## src/rtl/alu_mul_seq.sv

```systemverilog
// Multi-cycle 16x16 unsigned shift-and-add multiplier that borrows the datapath ALU.
// Produces the low 16 product bits plus overflow and zero flags behind a start/busy/done handshake.
module alu_mul_seq #(
    parameter bit EARLY_EXIT = 1'b1,
    parameter int ITER_MAX   = 16
) (
    input  logic        clk,
    input  logic        reset,
    input  logic        start,
    input  logic [15:0] op_a,
    input  logic [15:0] op_b,
    output logic        busy,
    output logic        done,
    output logic [15:0] result,
    output logic        ovf,
    output logic        zero,
    output logic [15:0] alu_a,
    output logic [15:0] alu_b,
    output logic [4:0]  alu_f,
    output logic        alu_fsel,
    output logic        alu_csel,
    output logic        alu_ucin,
    input  logic [15:0] alu_y,
    input  logic        alu_cout
);

    typedef enum logic [1:0] {
        S_IDLE,
        S_ADD,
        S_SHIFT,
        S_DONE
    } state_t;

    localparam logic [4:0] F_PASS_A = 5'b00000;
    localparam logic [4:0] F_ADD    = 5'b10010;
    localparam logic [4:0] F_SHL    = 5'b00001;

    state_t      r_state;
    logic [15:0] r_acc;
    logic [15:0] r_mcand;
    logic [15:0] r_mplr;
    logic [4:0]  r_cnt;
    logic        r_ovfAcc;
    logic        r_busy;
    logic        r_done;
    logic [15:0] r_result;
    logic        r_ovf;
    logic        r_zero;

    logic [15:0] w_mplrNext;
    logic        w_shiftOvf;
    logic        w_lastIter;
    logic        w_finish;

    // A multiplicand bit shifted out is only lost product if multiplier bits remain to use it.
    assign w_mplrNext = r_mplr >> 1;
    assign w_shiftOvf = r_mcand[15] && (w_mplrNext != 16'd0);
    assign w_lastIter = (r_cnt == 5'(ITER_MAX - 1));
    assign w_finish   = w_lastIter || (EARLY_EXIT && (w_mplrNext == 16'd0));

    always_comb begin
        alu_a    = 16'd0;
        alu_b    = 16'd0;
        alu_f    = F_PASS_A;
        alu_fsel = 1'b0;
        case (r_state)
            S_ADD: begin
                alu_a = r_acc;
                alu_b = r_mcand;
                alu_f = F_ADD;
            end
            S_SHIFT: begin
                alu_a    = r_mcand;
                alu_b    = 16'd1;
                alu_f    = F_SHL;
                alu_fsel = 1'b1;
            end
            default: ;
        endcase
    end

    assign alu_csel = 1'b0;
    assign alu_ucin = 1'b0;

    always_ff @(posedge clk) begin
        if (reset) begin
            r_state  <= S_IDLE;
            r_acc    <= 16'd0;
            r_mcand  <= 16'd0;
            r_mplr   <= 16'd0;
            r_cnt    <= 5'd0;
            r_ovfAcc <= 1'b0;
            r_busy   <= 1'b0;
            r_done   <= 1'b0;
            r_result <= 16'd0;
            r_ovf    <= 1'b0;
            r_zero   <= 1'b1;
        end else begin
            case (r_state)
                S_IDLE: begin
                    r_done <= 1'b0;
                    if (start) begin
                        r_acc    <= 16'd0;
                        r_mcand  <= op_a;
                        r_mplr   <= op_b;
                        r_cnt    <= 5'd0;
                        r_ovfAcc <= 1'b0;
                        r_busy   <= 1'b1;
                        if (EARLY_EXIT && (op_b == 16'd0)) begin
                            r_state  <= S_DONE;
                            r_done   <= 1'b1;
                            r_result <= 16'd0;
                            r_ovf    <= 1'b0;
                            r_zero   <= 1'b1;
                        end else if (op_b[0]) begin
                            r_state <= S_ADD;
                        end else begin
                            r_state <= S_SHIFT;
                        end
                    end
                end
                S_ADD: begin
                    r_acc    <= alu_y;
                    r_ovfAcc <= r_ovfAcc | alu_cout;
                    r_state  <= S_SHIFT;
                end
                S_SHIFT: begin
                    r_mcand  <= alu_y;
                    r_mplr   <= w_mplrNext;
                    r_cnt    <= r_cnt + 5'd1;
                    r_ovfAcc <= r_ovfAcc | w_shiftOvf;
                    // The accumulator is final here since SHIFT never touches it.
                    if (w_finish) begin
                        r_state  <= S_DONE;
                        r_done   <= 1'b1;
                        r_result <= r_acc;
                        r_ovf    <= r_ovfAcc | w_shiftOvf;
                        r_zero   <= (r_acc == 16'd0);
                    end else if (r_mplr[1]) begin
                        r_state <= S_ADD;
                    end else begin
                        r_state <= S_SHIFT;
                    end
                end
                S_DONE: begin
                    r_done  <= 1'b0;
                    r_busy  <= 1'b0;
                    r_state <= S_IDLE;
                end
                default: r_state <= S_IDLE;
            endcase
        end
    end

    assign busy   = r_busy;
    assign done   = r_done;
    assign result = r_result;
    assign ovf    = r_ovf;
    assign zero   = r_zero;

endmodule

```

## config.mk

```make
export PLATFORM = sky130hd
export DESIGN_NAME = alu_mul_seq
export DESIGN_NICKNAME = d
export VERILOG_FILES = /design/src/rtl/alu_mul_seq.sv
export SDC_FILE = /design/constraint.sdc
export NUM_CORES = 1
export LEC_CHECK = 0
export ABC_AREA = 1
export CELL_PAD_IN_SITES_DETAIL_PLACEMENT = 0
export CELL_PAD_IN_SITES_GLOBAL_PLACEMENT = 1
export CORE_MARGIN = 1.5
export CORE_UTILIZATION = 25
export CTS_CLUSTER_SIZE = 14
export DETAILED_ROUTE_END_ITERATION = 7
export GPL_TIMING_DRIVEN = 0
export MAX_ROUTING_LAYER = met4
export PLACE_DENSITY_LB_ADDON = 0.1
export SKIP_CTS_REPAIR_TIMING = 1
export SLEW_MARGIN = 10
export SYNTH_ARGS = -nofsm -noshare
export SYNTH_HDL_FRONTEND = slang
export SYNTH_SLANG_ARGS = --single-unit
```

## constraint.sdc

```tcl
create_clock -name clk -period 2.5 [get_ports clk]
set_clock_uncertainty 0.2 [all_clocks]
set_input_delay 0.375 -clock clk [delete_from_list [all_inputs] [get_ports clk]]
set_output_delay 0.375 -clock clk [all_outputs]
set_load 0.01 [all_outputs]
```

# Word level (Yosys, flattened, before mapping)
# Cells that the tools add are included.
dict set report totals {
  regBits 76
  elab_cells 77
  in_bits 52
}
dict set report op_classes {
  eq_ne 7
  addsub 1
  n_mux 38
  n_reduce_logical 18
  bitwise_logic 2
}
# operator count
set op_table {}
lappend op_table {{case mux 16 bit (2 select lines)} 6}
lappend op_table {{two-way mux 16 bit} 6}
lappend op_table {{logical NOT 16 bit} 3}
lappend op_table {{case mux 5 bit (2 select lines)} 2}
lappend op_table {{nonzero test 16 bit} 1}
lappend op_table {{two-way mux 1 bit} 12}
lappend op_table {{two-way mux 2 bit} 5}
lappend op_table {{AND reduction 2 bit} 5}
lappend op_table {{case mux 2 bit (4 select lines)} 1}
lappend op_table {{inequality test 2 bit, second input constant} 3}
lappend op_table {{case mux 1 bit (2 select lines)} 3}
lappend op_table {{case mux 1 bit (3 select lines)} 2}
lappend op_table {{nonzero test 2 bit} 3}
lappend op_table {{nonzero test 3 bit} 2}
lappend op_table {{adder 5 x 1 -> 5 bit, second input constant} 1}
lappend op_table {{== test 5 x 4 -> 1 bit, second input constant} 1}
lappend op_table {{two-way mux 5 bit} 1}
lappend op_table {{== test 2 bit, second input constant} 2}
lappend op_table {{AND reduction 4 bit} 1}
lappend op_table {{== test 2 x 1 -> 1 bit, second input constant} 1}
lappend op_table {{logical NOT 2 bit} 1}
lappend op_table {{OR 1 bit} 2}
lappend op_table {{logical AND 1 bit} 1}
lappend op_table {{logical OR 1 bit} 1}

# Logic depth before layout (Yosys ltp)
dict set report logic_depth {
  depth_word 5
  mapped_depth 12
  mapped_depth_nobuf 10
}

# Worst setup path after synthesis
# OpenSTA, ideal clock, no wires.
dict set report synth_path {
  kind {register to output}
  startpoint {reg r_state[0]}
  endpoint {out alu_b[0]}
  arrival_ns 1.519
  path_stages_with_launch 7
  required_ns 1.925
  setup_slack_ns 0.406
  cell_sequence {dfxtp_1 inv_1 ha_1 buf_2 nand2_1 clkbuf_1 o21ai_0}
}
dict set report synth_via {
  elab_chain_len 2
}
# item line
set synth_lines {}
lappend synth_lines {{start: declaration} 38} ;# state_t r_state;
lappend synth_lines {{start signal: assignment} 87} ;# r_state <= S_IDLE;
lappend synth_lines {{start signal: assignment} 110} ;# r_state <= S_DONE;
lappend synth_lines {{start signal: assignment} 116} ;# r_state <= S_ADD;
lappend synth_lines {{== test 2 bit / == test 2 x 1 -> 1 bit (equally long branches)} 66} ;# case (r_state)
lappend synth_lines {{case mux 16 bit (2 select lines) *} 66}
lappend synth_lines {{end: declaration} 18} ;# output logic [15:0] alu_b,
# Mark *: on every way between the ends. The rest lies on a longest branch, timed or not.

# Final worst setup path
dict set report layout_path {
  startpoint {reg r_state[0]}
  endpoint {out alu_a[4]}
}
dict set report layout_via {
  elab_chain_len 2
}
# item line
set layout_lines {}
lappend layout_lines {{== test 2 bit / == test 2 x 1 -> 1 bit (equally long branches)} 66}
lappend layout_lines {{case mux 16 bit (2 select lines) *} 66}
lappend layout_lines {{end: declaration} 17} ;# output logic [15:0] alu_a,
# Marked as above.

==> impl_metrics.csv <==
group,metric,value,unit
setup_path,r2r_slack,0.40,ns
place,gp_congestion,0.869,
setup_path,cpLargestDelayFamily,"buffers and inverters",
flow_run,drv_cap,0,
routing,wire_per_inst,15.6,µm
timing,grt_setup_unrepaired,"yes",
routing,drt_wl_total,13700,µm
setup_path,crit_slowest_cell,"dfxtp_4",
min_path,hold_end,"r_cnt[4]",
logic_synthesis,synth_top_area_share,39.2,%
place,postPlaceCellArea,5150,µm²
min_path,worstHoldStart,"r_cnt[4]",
clocking,clock_sinks,75,
setup_path,rr_startpoint,"r_state[0]",
setup_path,crit_type,"register to output port",
clocking,cts_tree,"done",
setup_path,cp.buffers_inverters,4,
routing,drt-initial-drc-count,217,
place,dp_hpwl,10600,µm
die,dieArea,16100,µm²
logic_synthesis,synth_seq_area_share,39.2,%
timing,setup_viol,0,
global_routing,grt_pass1_wl,21700,µm
clocking,cts_buffers,9,
die,rows,45,
final_layout,final_nets,746,
setup_path,arrival,1.82,ns
power_and_ir_drop,ir_drop,321,µV
global_routing,grt-ovfl-total,0,
global_routing,antenna_found_initial,1,
timing,tightest_slew,0.554,ns
timing,fmax,0.418,GHz
logic_synthesis,avgSynthCellArea,6.78,µm²
routing,firstDrtPassIters,6,
final_layout,area_delta_synth_final,46.1,%
timing,period_share,95.7,%
timing,setup_tns,0,ns
setup_path,r2r_cells,12,
die,ioPinCount,112,
routing,vias,4095,
routing,vias_per_cell,4.65,
clocking,clock_latency,0.34,ns
power_and_ir_drop,power.total,0.00471,W
clocking,cts_root_buffer,"clkbuf_16",
routing,drc_errors,0,
final_layout,fin_area,5600,µm²
power_and_ir_drop,p_leak,2.64,nW
status,status,"finished, final reports clean",
final_layout,layout_common_cells,"nand2_1 (143), clkdlybuf4s50_1 (75), nor2_1 (74)",
global_routing,gr-usage-all-layers,18.2,%
logic_synthesis,syn_area,3830,µm²
setup_path,slowest_delay,0.37,ns
clocking,clk_pin_slew,0.05,ns
setup_path,end_kind,"output port",
logic_synthesis,yosys_warnings,0,
setup_path,start_kind,"register",
power_and_ir_drop,power_density,842,nW/µm²
min_path,timing.hold.worst_path_depth,2,
timing,drv_slew,0,
logic_synthesis,synth_area_leaders,"dfxtp_1 (39%), nand2_1 (14%), nor2_1 (7.2%), nand3_1 (5.1%), a31oi_1 (4.6%)",
clocking,cts_buffer_depth,2,
final_layout,final_common_cell,"nand2_1",
setup_path,cp_cell_sequence,"inv_1 -> ha_1 -> buf_6 -> nand2_4 -> buf_8 -> o22ai_1 -> dlymetal6s2s_1",
die,coreArea,15100,µm²
timing,hold_viol,0,
die,start_util,25.4,%
global_routing,first_global_vias,4137,
setup_path,crit_fanout,10,
die,die_w,127,µm
final_layout,layout-drive-gt1-share,9.10,%
die,die_y,127,µm
timing,max_slew_margin,63.0,%
global_routing,grt_max_degree,13,
timing,finalWorstPathRequiredPeriod,2.39,ns
setup_path,crit_required,1.92,ns
setup_path,worstReg2RegEnd,"result[14]",
logic_synthesis,synth_cell_type_count,33,
logic_synthesis,yosysTopAreaCell,"dfxtp_1",
clocking,h-tree-depth,3,
logic_synthesis,synth_seq_cells,75,
min_path,min_path_type,"register to register",
logic_synthesis,synthCells,565,
routing,ant_nets,0,
place,portBuffers,107,
state kept, by name (all words and copies together) (netlist names):
| signal | cells |
|---|---|
| result | 16 |
| r_state | 2 |
| r_ovfAcc | 1 |
| done | 1 |
| r_cnt | 5 |
| r_mplr | 15 |
| busy | 1 |
| r_mcand | 16 |
| r_acc | 16 |
| zero | 1 |
| ovf | 1 |
power by group:
group	internal, W	total (W)	switching (W)	leakage (nW)
registers	0.00143	0.00158	0.000154	0.615
logic	0.000703	0.00174	0.00104	1.87
clock network	0.000871	0.00139	0.000517	0.150
total	0.00300	0.00471	0.00171	2.64
Yosys cell counts (all sizes together):
cell    instances
nand4           2
nand3b          2
nand3          39
inv            49
a31oi          28
nor4            2
nand2         147
o22ai          13
clkbuf         20
dfxtp          75
nor2           76
conb            1
a211oi          1
buf            22
o21bai          1
ha              7
nor3            6
o211ai          1
a21oi          28
o21ai          45
kinds of logic after synthesis:
family	Yosys count	synth area share, %
compound gates	117	17.2
fa+ha+maj	7	2.29
buf+inv	91	11.3
flops	75	39.2
other cells	1	0.0978
simple gates	274	29.9
layout make-up:
cell class | count | area (µm²)
antenna | 1 | 2.50
buffer | 42 | 277
clock buffer | 11 | 233
clock inverter | 5 | 77.6
fill | 1680 | 9490
inverter | 49 | 194
multi-input combinational | 402 | 1940
sequential | 75 | 1510
tap | 188 | 235
timing repair buffer | 108 | 1140
per-layer routing:
| layer | part of all wire [%] | GRT usage [%] | vias up |
|---|---|---|---|
| li1 | - | - | 2089 |
| met1 | 44 | 20.5 | 1893 |
| met2 | 50 | 31.4 | 98 |
| met3 | 4.7 | 4.93 | 15 |
| met4 | 1.3 | 5.61 | 0 |
| met5 | 0 | - | - |
stage by stage:
step,setup slack [ns],hold slack (ns),util [%],std cells
floorplan,0.406,0.244,-,568
global placement,-0.558,0.251,34.1,863
detailed placement,-0.583,0.263,34.1,863
CTS,-0.960,0.271,36.2,879
global route,-0.00618,0.304,37.1,881
finish,0.107,0.267,37.1,881
worst min-delay path, stage by stage, from the launching register on:
cell and delay [ns]:
dfxtp_1 0.30, nand2_1 0.06, a21oi_1 0.05
worst max path at each step:
stage               endpoint  slack [ns]  depth (start not counted)        from
CTS                 alu_a[1]       -0.96                          7  r_state[1]
detailed placement  alu_b[0]       -0.58                          7  r_state[0]
floorplan           alu_b[0]        0.41                          6  r_state[0]
finish              alu_a[4]        0.11                          7  r_state[0]
global route        alu_a[9]      -0.006                          7  r_state[0]
global placement    alu_a[1]       -0.56                          7  r_state[1]
Power figures use the tool's default switching activity.
